## src/rtl/thermo_seq_ctrl_pkg.sv

```systemverilog
// Shared definitions for the thermometer-counter sequencer.
//   - FSM state encoding
//   - program-entry field widths and bit offsets inside wr_data
//   - THERMO_W: width of the thermometer code being monitored
// The entry layout is {ld_en, ld_val[3:0], mode[1:0], dwell[DWELL_W-1:0]},
// so offsets depend on DWELL_W and are provided as constant functions.
package thermo_seq_ctrl_pkg;

  localparam int THERMO_W = 15;

  localparam int MODE_W  = 2;
  localparam int LDVAL_W = 4;

  typedef enum logic [1:0] {
    ST_IDLE = 2'd0,
    ST_LOAD = 2'd1,
    ST_RUN  = 2'd2,
    ST_DONE = 2'd3
  } state_t;

  function automatic int f_dwell_lsb(input int dwell_w);
    return 0;
  endfunction

  function automatic int f_mode_lsb(input int dwell_w);
    return dwell_w;
  endfunction

  function automatic int f_ldval_lsb(input int dwell_w);
    return dwell_w + MODE_W;
  endfunction

  function automatic int f_lden_bit(input int dwell_w);
    return dwell_w + MODE_W + LDVAL_W;
  endfunction

  function automatic int f_entry_w(input int dwell_w);
    return dwell_w + MODE_W + LDVAL_W + 1;
  endfunction

endpackage

```

## src/rtl/thermo_seq_ctrl_thermo_check.sv

```systemverilog
// Combinational legality check of a thermometer code.
//   code  : THERMO_W-bit thermometer value from the counter
//   legal : 1 when code has the form 2^k-1 (all ones packed at the LSB end,
//           including all-zero), 0 otherwise
module thermo_check
  import thermo_seq_ctrl_pkg::*;
(
  input  logic [THERMO_W-1:0] code,
  output logic                legal
);

  // A value of the form 2^k-1 has no bit in common with its successor.
  logic [THERMO_W-1:0] code_inc;

  assign code_inc = code + THERMO_W'(1);
  assign legal    = ((code & code_inc) == '0);

endmodule

```

## src/rtl/thermo_seq_ctrl.sv

```systemverilog
// Program sequencer driving a thermometer counter.
// Ports:
//   clk, reset           : clock, asynchronous active-high reset
//   wr_en/wr_addr/wr_data: program-entry write {ld_en, ld_val, mode, dwell}
//   last_step            : index of the final entry executed
//   loop_en              : wrap to entry 0 after last_step instead of finishing
//   start, abort         : begin / stop the program
//   thermo_count         : thermometer code returned by the counter
//   mode, load, in       : counter controls
//   busy, done, step     : sequencer status
//   thermo_err           : sticky illegal-code flag
module thermo_seq_ctrl
  import thermo_seq_ctrl_pkg::*;
#(
  parameter  int NUM_STEPS = 4,
  parameter  int DWELL_W   = 8,
  localparam int STEP_W    = $clog2(NUM_STEPS),
  localparam int ENTRY_W   = DWELL_W + 7
) (
  input  logic                clk,
  input  logic                reset,
  input  logic                wr_en,
  input  logic [STEP_W-1:0]   wr_addr,
  input  logic [ENTRY_W-1:0]  wr_data,
  input  logic [STEP_W-1:0]   last_step,
  input  logic                loop_en,
  input  logic                start,
  input  logic                abort,
  input  logic [THERMO_W-1:0] thermo_count,
  output logic [1:0]          mode,
  output logic                load,
  output logic [3:0]          in,
  output logic                busy,
  output logic                done,
  output logic [STEP_W-1:0]   step,
  output logic                thermo_err
);

  localparam int DWELL_LSB = f_dwell_lsb(DWELL_W);
  localparam int MODE_LSB  = f_mode_lsb(DWELL_W);
  localparam int LDVAL_LSB = f_ldval_lsb(DWELL_W);
  localparam int LDEN_BIT  = f_lden_bit(DWELL_W);

  logic [ENTRY_W-1:0] prog_mem [NUM_STEPS];

  state_t              state_q, state_d;
  logic [STEP_W-1:0]   step_q, step_d;
  logic [DWELL_W-1:0]  cnt_q, cnt_d;
  logic [1:0]          mode_q;
  logic                err_q;
  logic                load_prev_q;
  logic                start_ok;

  logic [STEP_W-1:0]   eff_last;
  logic                addr_ok;
  logic [STEP_W-1:0]   nxt_idx;
  logic                nxt_ld;
  logic                ent0_ld;
  logic [1:0]          cur_mode;
  logic [3:0]          cur_ldval;
  logic [DWELL_W-1:0]  cur_dwell;
  logic [DWELL_W-1:0]  dwell_m1;
  logic                run_end;
  logic                can_write;
  logic                legal;

  // An out-of-range last_step clamps to the final entry; out-of-range write
  // addresses are dropped. Both cases only exist when NUM_STEPS is not a
  // power of two.
  if (NUM_STEPS == (1 << STEP_W)) begin : g_pow2
    assign eff_last = last_step;
    assign addr_ok  = 1'b1;
  end else begin : g_npow2
    assign eff_last = ({1'b0, last_step} >= (STEP_W+1)'(NUM_STEPS)) ?
                      STEP_W'(NUM_STEPS - 1) : last_step;
    assign addr_ok  = ({1'b0, wr_addr} < (STEP_W+1)'(NUM_STEPS));
  end

  thermo_check u_check (
    .code  (thermo_count),
    .legal (legal)
  );

  assign can_write = (state_q == ST_IDLE) || (state_q == ST_DONE);

  assign cur_mode  = prog_mem[step_q][MODE_LSB  +: MODE_W];
  assign cur_ldval = prog_mem[step_q][LDVAL_LSB +: LDVAL_W];
  assign cur_dwell = prog_mem[step_q][DWELL_LSB +: DWELL_W];

  // A dwell of zero runs for one cycle, same as a dwell of one.
  assign dwell_m1  = (cur_dwell == '0) ? '0 : cur_dwell - DWELL_W'(1);
  assign run_end   = (cnt_q >= dwell_m1);

  assign nxt_idx   = (step_q == eff_last) ? '0 : step_q + STEP_W'(1);
  assign nxt_ld    = prog_mem[nxt_idx][LDEN_BIT];

  // A write to entry 0 in the same cycle as start must steer the first
  // transition, so bypass the array for that bit.
  assign ent0_ld   = (wr_en && can_write && addr_ok && (wr_addr == '0)) ?
                     wr_data[LDEN_BIT] : prog_mem[0][LDEN_BIT];

  // State register
  always_ff @(posedge clk or posedge reset) begin
    if (reset) begin
      state_q     <= ST_IDLE;
      step_q      <= '0;
      cnt_q       <= '0;
      mode_q      <= '0;
      err_q       <= 1'b0;
      load_prev_q <= 1'b0;
    end else begin
      state_q     <= state_d;
      step_q      <= step_d;
      cnt_q       <= cnt_d;
      mode_q      <= mode;
      load_prev_q <= (state_q == ST_LOAD);
      if (start_ok) begin
        err_q <= 1'b0;
      end else if (busy && !legal && !load_prev_q) begin
        // The counter needs one cycle to reflect a load, so skip that cycle.
        err_q <= 1'b1;
      end
    end
  end

  always_ff @(posedge clk or posedge reset) begin
    if (reset) begin
      for (int i = 0; i < NUM_STEPS; i++) begin
        prog_mem[i] <= '0;
      end
    end else if (wr_en && can_write && addr_ok) begin
      prog_mem[wr_addr] <= wr_data;
    end
  end

  // Next-state logic
  always_comb begin
    state_d  = state_q;
    step_d   = step_q;
    cnt_d    = cnt_q;
    start_ok = 1'b0;
    case (state_q)
      ST_IDLE: begin
        if (start) begin
          start_ok = 1'b1;
          step_d   = '0;
          cnt_d    = '0;
          state_d  = ent0_ld ? ST_LOAD : ST_RUN;
        end
      end
      ST_LOAD: begin
        cnt_d   = '0;
        state_d = ST_RUN;
      end
      ST_RUN: begin
        if (run_end) begin
          cnt_d = '0;
          if ((step_q == eff_last) && !loop_en) begin
            state_d = ST_DONE;
          end else begin
            step_d  = nxt_idx;
            state_d = nxt_ld ? ST_LOAD : ST_RUN;
          end
        end else begin
          cnt_d = cnt_q + DWELL_W'(1);
        end
      end
      ST_DONE: begin
        state_d = ST_IDLE;
      end
      default: begin
        state_d = ST_IDLE;
      end
    endcase
    if (abort) begin
      state_d  = ST_IDLE;
      step_d   = step_q;
      cnt_d    = '0;
      start_ok = 1'b0;
    end
  end

  // Output logic
  always_comb begin
    busy = (state_q == ST_LOAD) || (state_q == ST_RUN);
    done = (state_q == ST_DONE);
    load = (state_q == ST_LOAD) && !abort;
    in   = (state_q == ST_LOAD) ? cur_ldval : 4'd0;
    mode = busy ? cur_mode : mode_q;
  end

  assign step       = step_q;
  assign thermo_err = err_q;

endmodule

```

## config.mk

```make
export PLATFORM = sky130hd
export DESIGN_NAME = thermo_seq_ctrl
export DESIGN_NICKNAME = d
export VERILOG_FILES = /design/src/rtl/thermo_seq_ctrl_pkg.sv /design/src/rtl/thermo_seq_ctrl_thermo_check.sv /design/src/rtl/thermo_seq_ctrl.sv
export SDC_FILE = /design/constraint.sdc
export NUM_CORES = 1
export LEC_CHECK = 0
export CORE_UTILIZATION = 30
export DETAILED_ROUTE_END_ITERATION = 8
export GPL_TIMING_DRIVEN = 1
export HOLD_SLACK_MARGIN = 0.06
export SETUP_SLACK_MARGIN = 0.4
export SLEW_MARGIN = 10
export SYNTH_ARGS = -nofsm -noshare
export SYNTH_HDL_FRONTEND = slang
export SYNTH_SLANG_ARGS = --single-unit
```

## constraint.sdc

```tcl
create_clock -name clk -period 4.8 [get_ports clk]
set_clock_uncertainty 0.1 [all_clocks]
set_input_delay 0.72 -clock clk [delete_from_list [all_inputs] [get_ports clk]]
set_output_delay 0.72 -clock clk [all_outputs]
set_load 0.01 [all_outputs]
```

Word-level counts from Yosys, hierarchy flattened
Cells that the tools add are included.
- flip-flop bits (word level): 76
- input bits: 40
- output and inout port bits: 12
- logic and storage cells: 90
- $add $sub $neg: 4
- order comparisons: 5
- eq/ne operators: 9
- mux-type cells: 34
- bitwise logic cells: 5
- reduce and logical (&&, ||, !) cells: 23
- operators by type and width (kind ; number):
    $bmux 15 s2 ; 2
    $bwmux 60 ; 1
    $mux 15 ; 3
    $mux 8 ; 4
    $demux 15 s2 ; 1
    $mux 14 ; 2
    $pmux 8 s3 ; 1
    $mux 2 ; 11
    $add 15x1->15 const B ; 1
    $and 15x15->15 ; 1
    $logic_not 15->1 ; 1
    $ge 3x3->1 const B ; 3
    $not 2->3 ; 3
    $add 8x1->8 const B ; 1
    $ge 8x8->1 ; 1
    $logic_not 8->1 ; 1
    $pmux 2 s4 ; 1
    $sub 8x1->8 const B ; 1
    $logic_and 1x1->1 ; 7
    $mux 1 ; 6
    $ne 2x2->1 const B ; 3
    $ne 3x3->1 const B ; 2
    $reduce_and 5->1 ; 1
    $eq 2x2->1 const B ; 2
    13 further kinds ; 20

Longest topological paths before layout
- depth after elaboration: 11
- mapped depth: 16
- depth with buffers taken out: 14

Modules after synthesis
A second synthesis with hierarchy kept.
- cell total of the unflattened synthesis: 347
- area total of the unflattened synthesis: 4179.0 µm²
- modules (own cells, without submodules) (module ; times used ; cells each ; area each (µm²) ; sequential area each (µm²)):
    thermo_seq_ctrl ; 1 ; 324 ; 4043.9 ; 1901.8
    thermo_check ; 1 ; 23 ; 135.1 ; 0.0

Least setup slack after synthesis
No wires, ideal clock.
- path type: register to register
- from: register step_q[0] (netlist: step[0])
- to: register step_q[0] (netlist: step[0])
- setup time: 79 ps
- arrival: 3853 ps
- data required time: 4621 ps
- slack: 767 ps
- stages on the path, launching flop included: 16
- buffers on the path: 2
- clock period less this slack: 4033 ps
- cell sequence: dfrtp_1 > buf_6 > buf_4 > mux4_2 > inv_1 > ha_1 > inv_1 > or3_4 > or2_4 > nor4b_2 > nor2_1 > ha_1 > and3_1 > a31oi_1 > nor4b_1 > mux2i_1
- word-level cells in the longest chain between the ends: 9
- elaborated cells on any way between the ends: 18
- classes of those cells: 2 x add/sub; 1 x order compare; 3 x eq/ne; 8 x mux; 1 x bitwise; 3 x reduce/logical
- ends and longest elaborated chain (element ; RTL line ; RTL):
    start: declaration ; thermo_seq_ctrl.sv:47 ; logic [STEP_W-1:0] step_q, step_d;
    start signal: assignment ; thermo_seq_ctrl.sv:113 ; step_q <= step_d;
    $not 2->3 (implied by the code) ; thermo_seq_ctrl.sv:88 ; assign cur_dwell = prog_mem[step_q][DWELL_LSB +: DWELL_W];
    $bmux 15 s2 ; thermo_seq_ctrl.sv:88 ;
    $mux 14 (implied by the code) (2 in a row) ; thermo_seq_ctrl.sv:88 ;
    $sub 8x1->8 or $logic_not 8->1 (tied branches) ; thermo_seq_ctrl.sv:91 ; assign dwell_m1 = (cur_dwell == '0) ? '0 : cur_dwell - DWELL_W'(1);
    $mux 8 ; thermo_seq_ctrl.sv:91 ;
    $ge 8x8->1 ; thermo_seq_ctrl.sv:92 ; assign run_end = (cnt_q >= dwell_m1);
    $ne 2x2->1 (no source line) ; n/a ;
    $reduce_and 5->1 (no source line) ; n/a ;
Several ways; a longest one is shown, not always the timed one. The select of a mux whose other input is x is not followed.
A chain may end at the register's enable or synchronous reset.

Worst setup path after layout
Same ends and word-level chain as after synthesis.

==> qor.yml <==
tightest_slew_ns: 1.07
crit-reg2reg-launch: "step[0]"
min_path_type: "reg2reg"
place.gp.congestion: 0.803
peakVddDrop_uv: 239
crit_type: "reg2reg"
postSynthCellCount: 342
cts_tree: "built"
final_nets: 452
r2r-end: "step[0]"
ios: 52
hold_violations: 0
pre_cts_ws_ns: 0.503
cts_made_buffers: 9
startpoint: "step[0]"
rows: 42
path_max_fanout: 10
cp_data_arrival_time_ns: 4.16
syn2layout_area_growth_pct: 25.6
drv_cap: 0
antenna_found_initial: 0
critical_path.startpoint_type: "register"
holdBufCountCts: 0
avgRoutedWirePerCell_um: 15.7
crit_path_end_kind: "register"
overflow: 0
leakage_uw: 0.00208
final_max_slew_viol_count: 0
clock_latency_ns: 0.33
avgSynthCellArea_um2: 12.0
rsz0062_at_grt: "no"
reg2reg_depth: 14
setup_viol: 0
num_vias: 2890
synth-seq-cells: 76
cts_root_buffer: "clkbuf_16"
io_buffers: 51
final.setup.tns_ns: 0
die_area_um2: 14200
setup_slack_ns: 0.798
synth_top_area_share_pct: 46.2
ys_async_sr_fraction_pct: 100
routed_wl_um: 9110
core_area_um2: 13300
crit_end: "step[0]"
yosysSeqAreaShare_pct: 46.2
slew_headroom_pct: 28.3
fp.dieH_um: 119
die_w_um: 119
vias_per_cell: 4.99
syn_area_um2: 4120
grt_pass1_wl_um: 15500
fmax_mhz: 250
dr.pass1.iters: 4
cts_setup_buffers: 0
drc: 0
yosys_most_used_dff: "dfrtp_1"
postRouteAntennaNets: 0
first_global_vias: 3011
synth_area_leaders: "dfrtp_1 (46%), mux2_2 (17%), mux4_2 (7.7%)"
dp_hpwl_um: 6480
numClockSinks: 76
yosysWarnings: 0
drt_iter0_markers: 97
status: "complete, no violations"
crit_required_ns: 4.95
yosys.area.top_type: "dfrtp_1"
antenna_cells: 0
min_period_over_period_pct: 83.4
powerDensity_nw_per_um2: 557
grt_use_total_pct: 14.1
synth-edff-count: 0
clkTransAtPathRegs_ns: 0.06
r2r_slack_ns: 0.80
drive_gt1_share_pct: 28.0
grt_max_degree: 52
htree_levels: 3
synth_nets: 396
initial_core_util_pct: 31.0
clockBufferDepth: 2
synth.distinct_cells: 51
min_period_ns: 4.00
## worst max-delay path, cell delays in order, from the launching register on
cell     delay [ns]
dfrtp_2        0.55
mux4_2         0.59
inv_1          0.09
ha_1           0.18
inv_1          0.07
or3_4          0.39
or2_4          0.25
nor4b_2        0.26
nor2_1         0.08
ha_1           0.29
and3_1         0.16
a31oi_1        0.08
buf_4          0.18
nor4b_2        0.40
mux2i_1        0.24
## flip-flops by register name, indices dropped and copies added (netlist names)
name	cells
prog_mem	60
cnt_q	8
mode_q	2
state_q	2
step	2
load_prev_q	1
thermo_err	1
## cells in the final DEF, fill, tap and decap left out, types with 4 or more instances in the layout
| cell type | netlist | layout |
|---|---|---|
| a31oi_1 | 5 | 5 |
| nand3_1 | 7 | 7 |
| dfrtp_1 | 76 | 75 |
| mux4_2 | 14 | 14 |
| nor2b_1 | 4 | 4 |
| nand2b_1 | 4 | 4 |
| and2_1 | 5 | 5 |
| clkbuf_16 | 0 | 9 |
| nor2_1 | 16 | 16 |
| o21ai_0 | 8 | 8 |
| nand2_1 | 13 | 13 |
| nor4_1 | 4 | 4 |
| buf_4 | 1 | 8 |
| nor3_1 | 9 | 9 |
| mux2_2 | 62 | 62 |
| ha_1 | 14 | 14 |
| a21oi_1 | 11 | 11 |
| clkdlybuf4s50_1 | 0 | 51 |
| inv_1 | 21 | 20 |
## stage by stage
stage                     utilization [%]  hold WS, ns  cell area [um^2]  cells  power [uW]
after floorplan                         -        0.374              4120    342        1860
after global placement               36.6        0.378              4870    563        2180
after detailed placement             36.6        0.383              4870    563        2230
after CTS                            38.8        0.397              5160    579        2910
after global routing                 38.9        0.409              5170    579        3090
final                                38.9        0.392              5170    579        2880
## cell type report
class	count	area, um^2
multi-input combinational	231	2100
fill	1300	8130
clock inverter	5	61.3
clock buffer	11	233
tap	176	220
inverter	21	78.8
timing repair buffer	59	571
sequential	76	1900
## per-layer routing
layer  vias to the layer above  wire length [um]  track usage, %
met1                      1431              4160            18.5
met3                        17               305            2.63
met2                        56              4460            22.6
li1                       1386                 -               -
met5                         -                 0               0
met4                         0               183            6.33
## report_power, final
| group | total (uW) | leakage [uW] | switching (uW) | internal (uW) |
|---|---|---|---|---|
| Combinational | 1140 | 0.00101 | 500 | 638 |
| Clock | 667 | 0.000144 | 262 | 405 |
| Sequential | 1070 | 0.000927 | 146 | 927 |
| Total | 2880 | 0.00208 | 908 | 1970 |
## kinds of logic (layout without fill, tap and decap cells)
family,after synthesis,in the layout,synth area share (%)
AOI/OAI and AO/OA,49,49,8.03
buffers and inverters,35,96,3.56
adders and majority gates,14,14,4.26
xor gates and xnor gates,4,4,0.851
DFF,76,76,46.2
and+or+nand+nor,85,85,11.7
muxes,79,79,25.4
## cell usage after synthesis (all sizes together), types with 3 or more instances
library cell	count
a21oi	11
a31oi	5
and2	5
and3	3
buf	6
clkbuf	8
dfrtp	76
ha	14
inv	21
mux2	62
mux2i	3
mux4	14
nand2	13
nand2b	4
nand3	7
nor2	16
nor2b	5
nor3	9
nor4	4
nor4b	4
o211ai	3
o21a	3
o21ai	8
o22ai	3
or2	4
or3	4
## worst min path at each step
| stage | start | to | slack [ns] | cells past startpoint |
|---|---|---|---|---|
| floorplan | prog_mem[0] | prog_mem[0] | 0.37 | 1 |
| global placement | mode_q[0] | mode_q[0] | 0.38 | 1 |
| detailed placement | mode_q[0] | mode_q[0] | 0.38 | 1 |
| CTS | mode_q[0] | mode_q[0] | 0.40 | 1 |
| global route | mode_q[0] | mode_q[0] | 0.41 | 1 |
| finish | mode_q[0] | mode_q[0] | 0.39 | 1 |
## what timing repair did
action,4_1_cts,5_1_grt
hold endpoints to repair,0,0
gates cloned,0,0
resized for setup,1,1
endpoints found under the setup margin,1,2
No activity file was read; power rests on OpenSTA's default activity.
